File: config.mk
export PLATFORM = sky130hd
export DESIGN_NAME = fsqrt_issue_buf
export DESIGN_NICKNAME = d
export VERILOG_FILES = /design/src/rtl/fpu_pkg.sv /design/src/rtl/fpu_result_fifo.sv /design/src/rtl/fsqrt_issue_buf.sv
export SDC_FILE = /design/constraint.sdc
export NUM_CORES = 1
export LEC_CHECK = 0
export CAP_MARGIN = 0
export CORE_AREA = 2 2 174 176
export CTS_CLUSTER_DIAMETER = 200
export DETAILED_ROUTE_END_ITERATION = 8
export DIE_AREA = 0 0 176 178
export REMOVE_ABC_BUFFERS = 1
export SLEW_MARGIN = 10
export SYNTH_ARGS = -nofsm -noshare
export SYNTH_HDL_FRONTEND = slang
export SYNTH_SLANG_ARGS = --single-unit
File: constraint.sdc
create_clock -name clk -period 2.8 [get_ports clk]
set_clock_uncertainty 0.05 [all_clocks]
set_input_delay 0.28 -clock clk [delete_from_list [all_inputs] [get_ports clk]]
set_output_delay 0.28 -clock clk [all_outputs]
set_load 0.01 [all_outputs]
File: src/rtl/fpu_pkg.sv
// Shared FPU wrapper types: fsqrt pipe latency, fp32 operand type and writeback tag type.
package fpu_pkg;
  localparam int FSQRT_LATENCY = 3;
  localparam int FPU_TAG_W     = 6;

  typedef logic [31:0]          fp32_t;
  typedef logic [FPU_TAG_W-1:0] fpu_tag_t;
endpackage

File: src/rtl/fpu_result_fifo.sv
// First-word-fall-through result FIFO with occupancy count and synchronous clear; 1-cycle write-to-head.
// Push and pop may coincide at any occupancy; a pop on empty is ignored; the producer must never overfill it.
module fpu_result_fifo #(
  parameter int DEPTH = 4,
  parameter int W     = 38
) (
  input  logic                       clk,
  input  logic                       rst_n,
  input  logic                       clr,
  input  logic                       push,
  input  logic [W-1:0]               push_dat,
  input  logic                       pop,
  output logic                       vld,
  output logic [W-1:0]               dat,
  output logic [$clog2(DEPTH+1)-1:0] count
);
  localparam int AW = $clog2(DEPTH);
  localparam int CW = $clog2(DEPTH+1);

  logic [W-1:0]  mem_q [DEPTH];
  logic [W-1:0]  mem_d [DEPTH];
  logic [AW-1:0] wr_ptr_q, wr_ptr_d, rd_ptr_q, rd_ptr_d;
  logic [CW-1:0] count_q, count_d;
  logic          pop_eff;

  assign pop_eff = pop && (count_q != '0);
  assign vld     = (count_q != '0);
  // Head reads as zero when empty so the writeback bus is quiet.
  assign dat     = vld ? mem_q[rd_ptr_q] : '0;
  assign count   = count_q;

  always_comb begin
    mem_d    = mem_q;
    wr_ptr_d = wr_ptr_q;
    rd_ptr_d = rd_ptr_q;
    count_d  = count_q;
    if (clr) begin
      wr_ptr_d = '0;
      rd_ptr_d = '0;
      count_d  = '0;
    end else begin
      if (push) begin
        mem_d[wr_ptr_q] = push_dat;
        wr_ptr_d        = wr_ptr_q + AW'(1);
      end
      if (pop_eff) rd_ptr_d = rd_ptr_q + AW'(1);
      if (push && !pop_eff)      count_d = count_q + CW'(1);
      else if (!push && pop_eff) count_d = count_q - CW'(1);
    end
  end

  always_ff @(posedge clk or negedge rst_n) begin
    if (!rst_n) begin
      for (int i = 0; i < DEPTH; i++) mem_q[i] <= '0;
      wr_ptr_q <= '0;
      rd_ptr_q <= '0;
      count_q  <= '0;
    end else begin
      mem_q    <= mem_d;
      wr_ptr_q <= wr_ptr_d;
      rd_ptr_q <= rd_ptr_d;
      count_q  <= count_d;
    end
  end

  always @(posedge clk) begin
    if (rst_n && !clr) assert (!(push && !pop_eff && count_q == CW'(DEPTH)));
  end
endmodule

File: src/rtl/fsqrt_issue_buf.sv
// Credit-gated issue wrapper around the fixed-latency fsqrt pipe; accept-to-wb_valid is LATENCY+1 cycles.
// Dispatch sees valid/ready backed by DEPTH credits; writeback backpressure is absorbed by the result FIFO.
module fsqrt_issue_buf
  import fpu_pkg::*;
#(
  parameter int LATENCY = FSQRT_LATENCY,
  parameter int DEPTH   = 4,
  parameter int TAG_W   = FPU_TAG_W
) (
  input  logic             clk,
  input  logic             rst_n,
  input  logic             flush,
  input  logic             req_valid,
  output logic             req_ready,
  input  fp32_t            req_data,
  input  logic [TAG_W-1:0] req_tag,
  output fp32_t            sq_a,
  output logic             sq_valid,
  input  fp32_t            sq_result,
  input  logic             sq_out_valid,
  output logic             wb_valid,
  input  logic             wb_ready,
  output fp32_t            wb_data,
  output logic [TAG_W-1:0] wb_tag,
  output logic             busy,
  output logic             err_sticky
);
  localparam int CW = $clog2(DEPTH+1);

  logic             shadow_vld_q [LATENCY];
  logic             shadow_vld_d [LATENCY];
  logic [TAG_W-1:0] shadow_tag_q [LATENCY];
  logic [TAG_W-1:0] shadow_tag_d [LATENCY];
  logic [CW-1:0]    inflight_q, inflight_d;
  logic             err_q, err_d;

  logic [CW-1:0]    fifo_count;
  logic [CW:0]      credits_used;
  logic             accept, retire;
  logic [TAG_W+31:0] fifo_dat;

  // Credits come from registered state only, so a pop frees its slot one cycle later.
  assign credits_used = {1'b0, fifo_count} + {1'b0, inflight_q};
  assign req_ready    = !flush && (credits_used < (CW+1)'(DEPTH));
  assign accept       = req_valid && req_ready;
  assign retire       = shadow_vld_q[LATENCY-1] && sq_out_valid;

  assign sq_a       = req_data;
  assign sq_valid   = accept;
  assign busy       = (inflight_q != '0) || (fifo_count != '0);
  assign err_sticky = err_q;
  assign wb_tag     = fifo_dat[TAG_W+31:32];
  assign wb_data    = fifo_dat[31:0];

  always_comb begin
    shadow_vld_d[0] = accept;
    shadow_tag_d[0] = req_tag;
    for (int i = 1; i < LATENCY; i++) begin
      shadow_vld_d[i] = shadow_vld_q[i-1];
      shadow_tag_d[i] = shadow_tag_q[i-1];
    end
    inflight_d = inflight_q;
    if (accept && !retire)      inflight_d = inflight_q + CW'(1);
    else if (!accept && retire) inflight_d = inflight_q - CW'(1);
    // The pipe keeps running through a flush, so the mismatch check stays live.
    err_d = err_q || (shadow_vld_q[LATENCY-1] && !sq_out_valid);
    if (flush) begin
      for (int i = 0; i < LATENCY; i++) shadow_vld_d[i] = 1'b0;
      inflight_d = '0;
    end
  end

  always_ff @(posedge clk or negedge rst_n) begin
    if (!rst_n) begin
      for (int i = 0; i < LATENCY; i++) begin
        shadow_vld_q[i] <= 1'b0;
        shadow_tag_q[i] <= '0;
      end
      inflight_q <= '0;
      err_q      <= 1'b0;
    end else begin
      shadow_vld_q <= shadow_vld_d;
      shadow_tag_q <= shadow_tag_d;
      inflight_q   <= inflight_d;
      err_q        <= err_d;
    end
  end

  fpu_result_fifo #(
    .DEPTH (DEPTH),
    .W     (TAG_W + 32)
  ) u_fifo (
    .clk      (clk),
    .rst_n    (rst_n),
    .clr      (flush),
    .push     (retire && !flush),
    .push_dat ({shadow_tag_q[LATENCY-1], sq_result}),
    .pop      (wb_ready && !flush),
    .vld      (wb_valid),
    .dat      (fifo_dat),
    .count    (fifo_count)
  );
endmodule
==> impl_metrics.env <==
export IMPL_vias_per_cell=4.49
export IMPL_grt_pass1_wl_mm=30.2
export IMPL_setup_viol=0
export IMPL_crit_start="u_fifo.count[2]"
export IMPL_relSlewSlack=0.594
export IMPL_gp_congestion=0.684
export IMPL_hold_slack_ns=0.243
export IMPL_max_cap_viol_count=0
export IMPL_finalNonFillerCells=1022
export IMPL_htreeDepth=4
export IMPL_drt_first_pass_iters=4
export IMPL_final_nets=704
export IMPL_ys_ff_latch=184
export IMPL_area_delta_synth_final_pct=20.1
export IMPL_rsz0062_at_grt="no"
export IMPL_worstReg2RegStart="u_fifo.count[2]"
export IMPL_cts_root_buffer="clkbuf_16"
export IMPL_syn_instance_count=551
export IMPL_clkSinkCount=184
export IMPL_synth_top_area_cell="dfrtp_1"
export IMPL_power_density_nw_per_um2=722
export IMPL_worstSkewPairLatency_ns=0.43
export IMPL_final_area_sq_um=10500
export IMPL_post_place_ws_ns=0.390
export IMPL_yosysWarnings=0
export IMPL_synth_top_area_frac=0.527
export IMPL_clock_path_buffers=2
export IMPL_yosys_top_cells_area="dfrtp_1 (53%), mux2_4 (14%), mux4_2 (9.8%)"
export IMPL_power_mw=7.57
export IMPL_crit_type="flip-flop to output port"
export IMPL_antenna_cells=0
export IMPL_period_share=0.952
export IMPL_finalWorstSetupSlack_ns=0.135
export IMPL_cp_start_kind="flip-flop"
export IMPL_setup_worst_path_end="sq_valid"
export IMPL_arrival_ns=2.34
export IMPL_grt_pass1_vias=5029
export IMPL_die_h_um=178
export IMPL_die_area_sq_um=31300
export IMPL_grt_usage=0.128
export IMPL_p_leak_nw=4.96
export IMPL_tightestPinTransition_ns=0.610
export IMPL_synth_avg_cell_area_sq_um=15.8
export IMPL_fin_crit_ns=2.67
export IMPL_path_clk_slew_ns=0.07
export IMPL_grt_max_degree=74
export IMPL_async_reset_ff_frac=1.00
export IMPL_drt_total_wl_mm=18.8
export IMPL_required_ns=2.47
export IMPL_route_detailed_drc=0
export IMPL_die_w_um=176
export IMPL_io_pin_count=151
export IMPL_syn_area_sq_um=8730
export IMPL_place_inst=983
export IMPL_synth_commonest_cells="dfrtp_1 (184), mux2_4 (80), mux2_2 (72)"
export IMPL_numCtsBuffers=17
export IMPL_placementRows=63
export IMPL_slowest_stage="clkdlybuf4s50_1"
export IMPL_start_util=0.297
export IMPL_ys_types=38
export IMPL_final_util=0.357
export IMPL_worstReg2RegEnd="inflight_q[1]"
export IMPL_critPathMaxStageDelay_ns=0.54
export IMPL_reg2regPathDepth=10
export IMPL_clock_fmax_mhz=375
export IMPL_grt_overflow=0
export IMPL_drive_gt1_frac=0.415
export IMPL_cp_top_family="buffers and inverters"
export IMPL_drt_iter0_markers=204
export IMPL_hold_viol_final=0
export IMPL_portBuffers=86
export IMPL_fillerInstances=2827
export IMPL_path_max_fanout=5
export IMPL_synth_edf_count=0
export IMPL_place_area_sq_um=9850
export IMPL_core_area_sq_um=29400
export IMPL_outcome="finished, final reports clean"
export IMPL_antenna_found_initial=0
export IMPL_r2r_slack_ns=0.26
export IMPL_avgRoutedWirePerCell_um=18.4
export IMPL_cp_end_kind="output port"
export IMPL_path_cells="ha_1 > nor4_4 > nand3_2 > inv_2 > clkdlybuf4s50_1"
export IMPL_slew_violations=0
export IMPL_max_vdd_ir_drop_uv=547
export IMPL_min_path_type="primary input to flip-flop"
export IMPL_cp_num_cells=5
export IMPL_final_setup_tns_ns=0
export IMPL_num_vias=4587
export IMPL_cts_tree="done"
export IMPL_hpwl_mm=11.7
export IMPL_yosysMostFrequentCell="dfrtp_1"
export IMPL_ys_dominant_reg_cell="dfrtp_1"
export IMPL_yosysSeqAreaShare=0.527
export IMPL_postRouteAntennaNets=0
export IMPL_critPathBufInv=2
==> placed cells by master, fill, tap and decap left out, drive strengths merged, types with 5 or more instances in the layout <==
master,Yosys,layout
inv,9,16
clkdlybuf4s50,0,85
nor2,11,11
mux4,38,38
nand3,5,5
clkbuf,7,19
dfrtp,184,184
nor3,5,5
nand2,8,8
ha,6,6
and2,43,43
mux2,152,152
buf,57,27
==> worst reg2reg max path, cell delays in order (launching register included) <==
cell and delay [ns]:
dfrtp_1 0.45, ha_1 0.35, nor4_4 0.31, nand3_2 0.15, buf_4 0.17, buf_4 0.12, nor2_1 0.11, fa_1 0.44
nor3_1 0.16, o21ai_0 0.11, nand2_1 0.07
==> final cells by class <==
type | instances | area [sq um] | area share
Clock inverter | 13 | 111 | 0.0106
Sequential cell | 184 | 4610 | 0.440
Inverter | 9 | 33.8 | 0.00322
Tap cell | 390 | 488 | 0.0465
Multi-Input combinational cell | 294 | 3610 | 0.345
Timing Repair Buffer | 114 | 1190 | 0.113
Clock buffer | 18 | 439 | 0.0419
==> registers in the layout (all words and copies together), names as in the netlist <==
signal / count
err_sticky: 1
u_fifo.wr_ptr_q: 2
u_fifo.mem_q: 152
u_fifo.rd_ptr_q: 2
shadow_tag_d: 12
shadow_tag_q: 6
shadow_vld_q: 3
inflight_q: 3
u_fifo.count: 3
==> timing repair <==
| action | CTS | global route |
|---|---|---|
| endpoints found under the setup margin | 23 | 1 |
| buffers inserted | 4 | 3 |
| endpoints found under the hold margin | 68 | 0 |
| resized for setup | 0 | 0 |
| pin swaps | 0 | 1 |
| hold buffers | 1 | 0 |
==> kinds of logic (layout without fill, tap and decap cells) <==
logic type      count (synthesis)  count (layout)  share of synthesized area
buf+inv                        73             154                     0.0590
fa+ha+maj                       8               8                     0.0132
flops                         184             184                      0.527
mux                           190             190                      0.328
compound gates                 10              10                    0.00888
xor+xnor                        5               5                    0.00659
simple gates                   81              81                     0.0566
==> worst min-delay path by stage <==
stage,start,endpoint,slack [ns],depth (start not counted)
floorplan,rst_n,err_sticky,-0.07,0
detailed placement,shadow_tag_d[8],shadow_tag_d[2],0.28,0
finish,req_tag[4],shadow_tag_d[10],0.24,1
global placement,shadow_tag_d[7],shadow_tag_d[1],0.28,0
CTS,req_tag[4],shadow_tag_d[10],0.21,1
global route,req_tag[0],shadow_tag_d[6],0.21,1
==> layer usage <==
metal	share of wire	track usage	vias to the layer above
met5	0.0020	0.0160	-
met2	0.45	0.189	102
met4	0.0066	0.0255	2
met3	0.053	0.0514	7
met1	0.49	0.176	2407
li1	-	-	2069
==> report_power, final <==
part	total [mW]	internal (mW)	switching [mW]
sequential	3.10	2.91	0.189
clock	2.29	1.18	1.11
combinational	2.19	1.27	0.920
total	7.57	5.36	2.21
Power figures use the tool's default switching activity.
